--- config.mk ---
export PLATFORM = sky130hd
export DESIGN_NAME = fetch_unit
export DESIGN_NICKNAME = d
export VERILOG_FILES = /design/src/rtl/fetch_unit.sv
export SDC_FILE = /design/constraint.sdc
export NUM_CORES = 1
export LEC_CHECK = 0
export CAP_MARGIN = 25
export CORE_MARGIN = 2
export CORE_UTILIZATION = 40
export CTS_BUF_LIST = sky130_fd_sc_hd__clkbuf_4 sky130_fd_sc_hd__clkbuf_8 sky130_fd_sc_hd__clkbuf_16
export CTS_CLUSTER_SIZE = 30
export DETAILED_ROUTE_END_ITERATION = 16
export PLACE_DENSITY = 0.69
export SLEW_MARGIN = 20
export SYNTH_ARGS = -nofsm -noshare
export SYNTH_HDL_FRONTEND = slang
export SYNTH_SLANG_ARGS = --single-unit
export TNS_END_PERCENT = 10
--- constraint.sdc ---
create_clock -name i_clk -period 2.3 [get_ports i_clk]
set_input_delay 0.23 -clock i_clk [delete_from_list [all_inputs] [get_ports i_clk]]
set_output_delay 0.23 -clock i_clk [all_outputs]
set_load 0.01 [all_outputs]
--- src/rtl/fetch_unit.sv ---
// PC register and instruction-fetch stage of the RV32I pipeline: single-outstanding
// imem requests, IF/ID register fill, stall buffering, redirect kill and misalign trap.
module fetch_unit #(
    parameter int unsigned      WIDTH    = 32,
    parameter logic [WIDTH-1:0] RESET_PC = '0
) (
    input  logic             i_clk,
    input  logic             i_rst_n,
    input  logic             i_redirect,
    input  logic [WIDTH-1:0] i_redirect_pc,
    input  logic             i_stall,
    output logic             o_imem_req,
    output logic [WIDTH-1:0] o_imem_addr,
    input  logic             i_imem_gnt,
    input  logic             i_imem_rvalid,
    input  logic [WIDTH-1:0] i_imem_rdata,
    output logic             o_ifid_valid,
    output logic [WIDTH-1:0] o_ifid_instr,
    output logic [WIDTH-1:0] o_ifid_pc,
    output logic [WIDTH-1:0] o_ifid_pc4,
    output logic             o_misalign
);

    localparam logic [1:0] S_FETCH = 2'd0;
    localparam logic [1:0] S_WAIT  = 2'd1;
    localparam logic [1:0] S_HOLD  = 2'd2;
    localparam logic [1:0] S_ERR   = 2'd3;

    localparam logic [WIDTH-1:0] PC_STEP = WIDTH'(4);

    logic [1:0]       state, state_d;
    logic [WIDTH-1:0] pc, pc_d, pc_plus4;
    logic             kill, kill_d;
    logic [WIDTH-1:0] hold_buf, hold_buf_d;
    logic             ifid_valid_d;
    logic [WIDTH-1:0] ifid_instr_d, ifid_pc_d, ifid_pc4_d;
    logic             misalign_d;
    logic             resp_pending;
    logic             target_misaligned;

    assign pc_plus4          = pc + PC_STEP;
    assign target_misaligned = (i_redirect_pc[1:0] != 2'b00);

    // Request is a pure decode of the state register, masked while reset is held.
    assign o_imem_req  = i_rst_n && (state == S_FETCH);
    assign o_imem_addr = pc;

    // Next-state, PC and IF/ID update logic.
    always_comb begin
        state_d      = state;
        pc_d         = pc;
        kill_d       = kill;
        hold_buf_d   = hold_buf;
        ifid_valid_d = i_stall ? o_ifid_valid : 1'b0;
        ifid_instr_d = o_ifid_instr;
        ifid_pc_d    = o_ifid_pc;
        ifid_pc4_d   = o_ifid_pc4;
        misalign_d   = 1'b0;
        resp_pending = 1'b0;

        case (state)
            S_FETCH: begin
                if (i_imem_rvalid && kill) begin
                    kill_d = 1'b0;
                end
                if (i_imem_gnt) begin
                    state_d = S_WAIT;
                end
            end
            S_WAIT: begin
                if (i_imem_rvalid) begin
                    if (kill) begin
                        kill_d  = 1'b0;
                        state_d = S_FETCH;
                    end else if (!i_stall) begin
                        ifid_valid_d = 1'b1;
                        ifid_instr_d = i_imem_rdata;
                        ifid_pc_d    = pc;
                        ifid_pc4_d   = pc_plus4;
                        pc_d         = pc_plus4;
                        state_d      = S_FETCH;
                    end else begin
                        hold_buf_d = i_imem_rdata;
                        state_d    = S_HOLD;
                    end
                end
            end
            S_HOLD: begin
                if (!i_stall) begin
                    ifid_valid_d = 1'b1;
                    ifid_instr_d = hold_buf;
                    ifid_pc_d    = pc;
                    ifid_pc4_d   = pc_plus4;
                    pc_d         = pc_plus4;
                    state_d      = S_FETCH;
                end
            end
            default: begin
                if (i_imem_rvalid && kill) begin
                    kill_d = 1'b0;
                end
            end
        endcase

        // Redirect overrides everything; an accepted-but-unanswered request must be killed.
        if (i_redirect) begin
            case (state)
                S_FETCH: resp_pending = i_imem_gnt;
                S_WAIT:  resp_pending = !i_imem_rvalid;
                default: resp_pending = 1'b0;
            endcase
            pc_d         = i_redirect_pc;
            ifid_valid_d = 1'b0;
            kill_d       = resp_pending || (kill && !i_imem_rvalid && (state != S_WAIT));
            misalign_d   = target_misaligned;
            if (target_misaligned) begin
                state_d = S_ERR;
            end else if (resp_pending) begin
                state_d = S_WAIT;
            end else begin
                state_d = S_FETCH;
            end
        end
    end

    // State and output registers.
    always_ff @(posedge i_clk or negedge i_rst_n) begin
        if (!i_rst_n) begin
            state        <= S_FETCH;
            pc           <= RESET_PC;
            kill         <= 1'b0;
            hold_buf     <= '0;
            o_ifid_valid <= 1'b0;
            o_ifid_instr <= '0;
            o_ifid_pc    <= '0;
            o_ifid_pc4   <= '0;
            o_misalign   <= 1'b0;
        end else begin
            state        <= state_d;
            pc           <= pc_d;
            kill         <= kill_d;
            hold_buf     <= hold_buf_d;
            o_ifid_valid <= ifid_valid_d;
            o_ifid_instr <= ifid_instr_d;
            o_ifid_pc    <= ifid_pc_d;
            o_ifid_pc4   <= ifid_pc4_d;
            o_misalign   <= misalign_d;
        end
    end

endmodule

Yosys cells after proc, flatten, opt, wreduce, memory -nomap -nowiden
Cells that the tools add are included. W data, S select, Z words.

Bits of input ports: 70. Logic and storage cells: 81. Output and inout bits: 131. Register bits: 165.

Add/subtract/negate cells: 1. Muxes and demuxes: 40. Reductions and logical operators: 18. Equal/unequal tests: 12. Bitwise operators: 1.

Operator list (count): $mux W32 (14); $pmux W32 S2 (4); $add A32 B3 Y32 const B (1); $mux W2 (7); $ne A3 B3 Y1 const B (4); $mux W1 (11); $ne A2 B2 Y1 const B (5); $reduce_and A3 Y1 (3); $reduce_and A4 Y1 (2); $pmux W1 S2 (3); $pmux W2 S3 (1); $reduce_bool A3 Y1 (2); $reduce_and A5 Y1 (1); $logic_and A1 B1 Y1 (4); $reduce_bool A2 Y1 (2); $reduce_bool A4 Y1 (1); $eq A2 B1 Y1 const B (1); $eq A2 B2 Y1 const B (1); $logic_not A2 Y1 (1); $ne A2 B1 Y1 const B (1); $logic_not A1 Y1 (1); $logic_or A1 B1 Y1 (1); $not A1 Y1 (1).

Longest topological paths before layout
Gate-level depths: netlist of run 1.

Depth after elaboration: 6. Mapped depth: 9. Gate-level depth less buffers: 6.

Worst setup path before layout of run 1
Ideal clock, no wire load.

Path kind: reg2reg. Start point: register pc[2] (netlist: o_imem_addr[2]). End point: register pc[18] (netlist: o_imem_addr[18]). Setup time: 0.082 ns. Data required time: 2.218 ns. Path slack: 0.110 ns. Cell stages (with the launch flop): 7. Path buffers: 1. Period minus slack after synthesis: 2.190 ns. Arrival time: 2.108 ns. Path through: dfrtp_1 -> ha_1 -> nand3_2 -> or4_1 -> buf_2 -> or4_1 -> a31oi_1.

Longest elaborated chain between the ends: 6.

Ends and longest elaborated chain: start: declaration (line 32) `logic [WIDTH-1:0] pc, pc_d, pc_plus4;`; start signal: assignment (line 140) `pc <= pc_d;`; $add A32 B3 Y32 (*) (line 41) `assign pc_plus4 = pc + PC_STEP;`; $mux W32 (*) (line 75, 89); $mux W32 (line 72) `if (kill) begin`; $mux W32 (line 71) `if (i_imem_rvalid) begin`; $pmux W32 S2 (*) (line 61) `case (state)`; $mux W32 (*) (line 106) `if (i_redirect) begin`.

Mark *: on every way between the ends. The rest lies on a longest branch, timed or not. The select of a mux whose other input is x is not followed. A chain may end at the register's enable or synchronous reset.

Worst setup path after layout of run 1
Start point: register pc[2] (netlist: o_imem_addr[2]). End point: register pc[22] (netlist: o_imem_addr[22]).

Same word-level chain as after synthesis.

==> metrics.md, run 1 <==
| Metric | Value |
|---|---|
| Yosys warning total | `0` |
| I/O pins | `201` |
| Number of enable flip-flop cells after synthesis | `0` |
| Flop-to-flop setup slack | `130 ps` |
| Critical-path cell list | `ha_1, nand3_2, or4_1, or4_1, a31oi_1` |
| GRT overflow | `0` |
| Post-route setup slack | `between 100 and 150 ps` |
| CP required | `2650 ps` |
| Sequential-to-total area share from yosys stat | `0.520` |
| CP Data Arrival Time | `2520 ps` |
| Clk slew on worst S/H paths | `around 70 ps` |
| Failing checks | `negative hold slack` |
| Worst hold slack | `-67.6 ps` |
| Clock root buffer | `clkbuf_16` |
| Vias in the first global route | `6080` |
| RSZ-0062 raised after global routing | `no` |
| Final Setup Violations | `0` |
| CP Buf/Inv Count | `0` |
| First-pass iteration count of the detailed router | `5` |
| Fin crit period | `2170 ps` |
| Synth Flop Type | `dfrtp_1` |
| DRC | `0` |
| Least-Margin Pin Slew | `approximately 930 ps` |
| Htree depth | `4` |
| Setup crit start kind | `flop` |
| TritonCTS Sinks | `about 160` |
| Post-Route WL | `around 22000 um` |
| Core footprint | `19300 um2` |
| Worst Hold Class | `in2async` |
| FMAX | `460 MHz` |
| Top cells by area, synth | `dfrtp_1, mux2_2, nand2_1` |
| Crit path kind | `reg2reg` |
| Fin Setup TNS | `0 ps` |
| Slowest-stage cell, CP | `or4_1` |
| Cts bufs inserted | `17` |
| Synth Register Bits | `163` |
| Mapped Cells | `745` |
| DRT iter0 DRCs | `413` |
| Wire per inst | `17.5 um` |
| DIE HEIGHT | `144 um` |
| GRT Total Usage | `0.208` |
| Fin. max-slew vios | `0` |
| Post-CTS Repair Setup Buffers | `0` |
| Vias post-DR | `6427` |
| Syn Nets | `819` |
| Final hold viol count | `38` |
| Initial antenna violation count | `1` |
| Mux cell area share after synthesis | `0.147` |
| PD cells | `around 1200 nW/um2` |
| Max clock buf depth | `2` |
| DP Worst Slack | `122 ps` |
| Input/output buffers | `200` |
| Vias per cell | `5.23` |
| Yosys top cell area share | `0.520` |
| Synth unique cells | `49` |
| First-pass GRT wire length | `33100 um` |
| Critical Path Fanout Max | `12` |
| Die area | `20700 um2` |
| Worst-Skew Late Latency | `between 400 and 500 ps` |
| Synth area leader | `dfrtp_1` |
| Share of cells above drive strength 1 | `0.199` |
| Post-DP HPWL | `15200 um` |
| CTS tree | `yes` |
| Hold_buf cts | `0` |
| Max VDD drop | `0.657 mV` |
| Starting density of the core | `0.406` |
| Synth Area in Simple Gates | `0.172` |
| Die width | `144 um` |
| Xor and xnor area share after synthesis | `0.0234` |
| Crit end category | `flop` |
| Final Net Count | `1023` |
| Pin count of the biggest net entering global routing | `164` |
| Syn_area_per_cell | `10.5 um2` |
| Clock skew | `approximately 14 ps` |
| Crit path max-delay family | `simple AND/OR/NAND/NOR gates` |
| Slew headroom | `0.383` |
| Status | `finished, violations left` |
| Post-CTS resize count | `0` |
| Area grow syn2layout | `39.5%` |
| Period utilization | `0.945` |
| Most frequent CP cell | `or4_1` |
| Antenna Nets Post-Route | `0` |
| Ys async rst share | `1.00` |
| Adder-cell share of the synthesized area | `0.00638` |
| Crit-path max cell delay | `700 ps` |
| Synthesized cell area | `roughly 8000 um2` |
| Max Cap Violations | `0` |
| Gpl congestion | `0.818` |
| P_leak | `4.50 nW` |
| Main combinational cell family by area after synthesis | `simple AND/OR/NAND/NOR gates` |
| Rows | `between 50 and 60` |
| Synth Area in Compound Gates | `0.0914` |
state kept, by name, summed over array words and instances, names as in the netlist:
signal and flops:
o_misalign 1, kill 1, state 2, o_imem_addr 32, o_ifid_instr 32, o_ifid_pc 30
hold_buf 32, o_ifid_pc4 32, o_ifid_valid 1
synthesized netlist by cell type (4+ instances only):
library cell / n
mux2_2: 100
buf_2: 16
and4_1: 6
xor2_1: 6
and2_1: 4
xnor2_1: 15
nand2b_1: 5
ha_1: 4
or3_1: 16
buf_1: 6
and3_1: 5
buf_4: 7
o21ai_0: 44
o31ai_1: 14
clkbuf_1: 31
a21oi_1: 5
a31oi_1: 31
dfrtp_1: 163
nor3_1: 5
nand2_1: 125
nand3_1: 12
nor2_1: 40
nor4_1: 4
or4_1: 20
inv_1: 10
nand4_1: 16
final timing paths:
path,startpoint,to,depth (start not counted)
worst max-delay path,o_imem_addr[2],o_imem_addr[22],5
worst min-delay path,i_rst_n,o_ifid_pc[24],2
worst max register to register,o_imem_addr[2],o_imem_addr[22],5
worst min register to register,o_ifid_pc[7],o_ifid_pc[7],2
max in group asynchronous,i_rst_n,o_ifid_pc4[8],2
min in group i_clk,i_redirect_pc[11],o_imem_addr[11],3
metal layers:
metal	wire, um	up-vias	global-route usage
met5	0	-	0
met1	9360	3103	0.270
met3	1550	40	0.0666
li1	-	3055	-
met2	9980	229	0.322
met4	625	0	0.0898
logic make-up (layout without fill, tap and decap cells):
kind of cell               count (synthesis)  after routing
muxes                                    103            103
AOI/OAI and AO/OA                        114            114
xor gates and xnor gates                  21             21
adders and majority gates                  4              4
and+or+nand+nor                          269            269
buffers and inverters                     71            288
DFF                                      163            163
other                                      0              1
worst reg2reg max path, delay by kind of cell, from the launching register on:
kind                       cells  cell delay [ps]
adders and majority gates      1              190
and+or+nand+nor                3             1380
AOI/OAI and AO/OA              1              180
DFF                            1              350
cell type report:
type                            instances  area [um2]
Tap cell                              265         332
Sequential cell                       163        4080
Multi-Input combinational cell        511        3480
Antenna cell                            1        2.50
Clock buffer                           17         425
Inverter                               11        41.3
Timing Repair Buffer                  245        2420
Fill cell                            1664        8390
Clock inverter                         15         174
power by group:
group / internal, mW / switching [mW] / leakage, nW
clock: 1.56 / 1.35 / 0.294
sequential: 4.05 / 0.655 / 1.94
combinational: 3.09 / 2.37 / 2.26
total: 8.70 / 4.37 / 4.50
through the flow:
stage	power, mW	utilization	instances	instance area (um2)
2_1_floorplan	7.43	-	745	7850
5_1_grt	13.9	0.566	1228	10900
3_5_place_dp	10.3	0.535	1195	10300
6_report	13.1	0.566	1228	10900
4_1_cts	13.2	0.566	1227	10900
3_3_place_gp	10.1	0.535	1195	10300
layout by cell type, fill, tap and decap left out, types with 5 or more instances in the layout:
cell type,instances
inv_6,5
buf_4,39
nand3_1,12
a31oi_1,31
nor2_1,39
o21ai_0,44
nand4_1,16
dfrtp_1,163
or3_1,16
nand2b_1,5
inv_8,6
mux2_2,100
and3_1,5
clkdlybuf4s50_1,199
buf_12,6
nor3_1,5
xnor2_1,15
inv_1,10
or4_1,20
clkbuf_16,17
xor2_1,6
o31ai_1,14
and4_1,6
nand2_1,125
(Power assumes the default switching activity.)
==> run 2, diff against run 1 <==
--- a/config.mk
+++ b/config.mk
@@ -6,7 +6,7 @@
 export NUM_CORES = 1
 export LEC_CHECK = 0
 export CAP_MARGIN = 25
-export CORE_MARGIN = 2
+export CORE_MARGIN = 3
 export CORE_UTILIZATION = 40
 export CTS_BUF_LIST = sky130_fd_sc_hd__clkbuf_4 sky130_fd_sc_hd__clkbuf_8 sky130_fd_sc_hd__clkbuf_16
 export CTS_CLUSTER_SIZE = 30
==> run 2 against run 1 <==
Against the previous run: the run still ends with negative hold slack left; first-iteration DRC count up 28%; sequential power about the same; wire length increased by 1.2%; combinational power hardly changed; via count is 0.50% lower; clock power down 3%; maximum frequency rose by 2.0%; flip-flop and latch count did not move; critical endpoint is now o_imem_addr[26]; largest cell class unchanged; highest routed layer unchanged.
==> metrics.md, run 2 (synthesis results as in run 1) <==
| Metric | Value |
|---|---|
| RSZ-0062 raised after global routing | `no` |
| Period utilization | `0.926` |
| Vias in the first global route | `around 6.3k` |
| Reg2Reg Launch Point | `state[1]` |
| Share of cells above drive strength 1 | `0.200` |
| Htree depth | `4` |
| Rows | `50` |
| FILL cells | `~1.6k` |
| Wire per inst | `17.8 um` |
| Gpl congestion | `between 0.8 and 0.9` |
| Fin. max-slew vios | `0` |
| GRT overflow | `0` |
| Total internal power | `8.58 mW` |
| Core footprint | `19000 um2` |
| Hold_buf cts | `0` |
| Input/output buffers | `200` |
| Sw Share | `0.338` |
| P_leak | `4.50 nW` |
| First-pass iteration count of the detailed router | `5` |
| DRC | `0` |
| Final hold viol count | `52` |
| Crit path kind | `reg2reg` |
| Die width | `146 um` |
| DRT iter0 DRCs | `about 530` |
| Worst-Skew Late Latency | `440 ps` |
| Failing checks | `negative hold slack` |
| Worst Setup SP | `state[1]` |
| Worst hold slack | `-42.0 ps` |
| Flop-to-flop setup slack | `approximately 170 ps` |
| Crit path max-delay family | `simple AND/OR/NAND/NOR gates` |
| Max Cap Violations | `0` |
| Post-CTS Repair Setup Buffers | `0` |
| Crit-path max cell delay | `500 ps` |
| Slowest-stage cell, CP | `or4_1` |
| Antenna Nets Post-Route | `0` |
| GRT Total Usage | `0.206` |
| I/O pins | `around 200` |
| Post-Route WL | `~22000 um` |
| Worst Reg2Reg Path Length in Cells | `7` |
| Crit end category | `flop` |
| Max VDD drop | `0.683 mV` |
| Most frequent cells in the layout | `clkdlybuf4s50_1, dfrtp_1, nand2_1, mux2_2` |
| Slew headroom | `0.389` |
| Status | `finished, violations left` |
| Worst Hold Class | `in2async` |
| CTS tree | `yes` |
| Sequential fraction of design power | `0.362` |
| Clk slew on worst S/H paths | `80 ps` |
| PD cells | `~1200 nW/um2` |
| Max clock buf depth | `2` |
| Initial antenna violation count | `1` |
| Area grow syn2layout | `39.2%` |
| Worst r2r dst | `o_imem_addr[26]` |
| Final Setup Violations | `0` |
| Die area | `about 21000 um2` |
| Switching power | `roughly 4.4 mW` |
| Clock Power Share | `0.218` |
| Post-CTS resize count | `0` |
| CP Buf/Inv Count | `2` |
| First-pass GRT wire length | `34900 um` |
| CP Data Arrival Time | `2490 ps` |
| Critical Path Fanout Max | `18` |
| FMAX | `469 MHz` |
| Setup crit start kind | `flop` |
| CP required | `2660 ps` |
| Final Net Count | `1026` |
| Vias post-DR | `6395` |
| Critical-path cell list | `inv_1, ha_1, and4bb_2, nor2_1, buf_4, or4_1, a31oi_1` |
| Power share of the combinational group | `0.420` |
| Clock root buffer | `clkbuf_16` |
| Fin Setup TNS | `0 ps` |
| Fin crit period | `2130 ps` |
| Clock skew | `8.97 ps` |
| Starting density of the core | `0.414` |
| Least-Margin Pin Slew | `917 ps` |
| Vias per cell | `5.22` |
| Pin count of the biggest net entering global routing | `164` |
| Commonest non-fill, non-tap cell in the layout | `clkdlybuf4s50_1` |
| Post-DP HPWL | `15600 um` |
| Cts bufs inserted | `17` |
| DIE HEIGHT | `146 um` |
| TritonCTS Sinks | `between 150 and 200` |
## run 2: metrics by stage
stage / power [mW] / utilization / cells / cell area, um2 / worst slack (ps)
floorplan: 7.43 / - / 745 / 7850 / 110
global placement: 10.1 / 0.545 / 1193 / 10300 / 138
detailed placement: 10.3 / 0.545 / 1193 / 10300 / 84.2
CTS: 13.1 / 0.576 / 1225 / 10900 / 159
global route: 13.8 / 0.576 / 1226 / 10900 / 54.7
finish: 13.0 / 0.576 / 1226 / 10900 / 170
## run 2: layout make-up
class	count	area, um2	share of cell area
diodes	1	2.50	0.000229
repair buffers	248	2410	0.221
inverters	11	41.3	0.00378
multi-input cells	511	3470	0.318
flip-flops and latches	163	4080	0.374
well taps	260	325	0.0298
clock inverters	15	158	0.0144
clock buffers	17	425	0.0390
## run 2: worst max-delay path by stage
stage                            to  depth (start not counted)
finish              o_imem_addr[26]                          7
global route        o_imem_addr[26]                          7
CTS                 o_imem_addr[26]                          7
detailed placement  o_imem_addr[26]                          6
global placement    o_imem_addr[25]                          6
floorplan           o_imem_addr[18]                          6
## run 2: power by group through the flow
stage / combinational (mW) / clock, mW / sequential [mW]
6_report: 5.44 / 2.83 / 4.70
5_1_grt: 5.92 / 2.99 / 4.87
4_1_cts: 5.52 / 2.87 / 4.71
3_5_place_dp: 5.50 / 0 / 4.75
3_3_place_gp: 5.43 / 0 / 4.71
2_1_floorplan: 2.39 / 0 / 5.04
## run 2: routing by layer
layer | track usage | part of all wire | routed length [um] | vias up
met5 | 0 | 0 | 0 | -
met4 | 0.0753 | 0.021 | 463 | 0
met3 | 0.0636 | 0.072 | 1570 | 31
met2 | 0.321 | 0.47 | 10300 | 198
met1 | 0.273 | 0.43 | 9430 | 3102
li1 | - | - | - | 3064
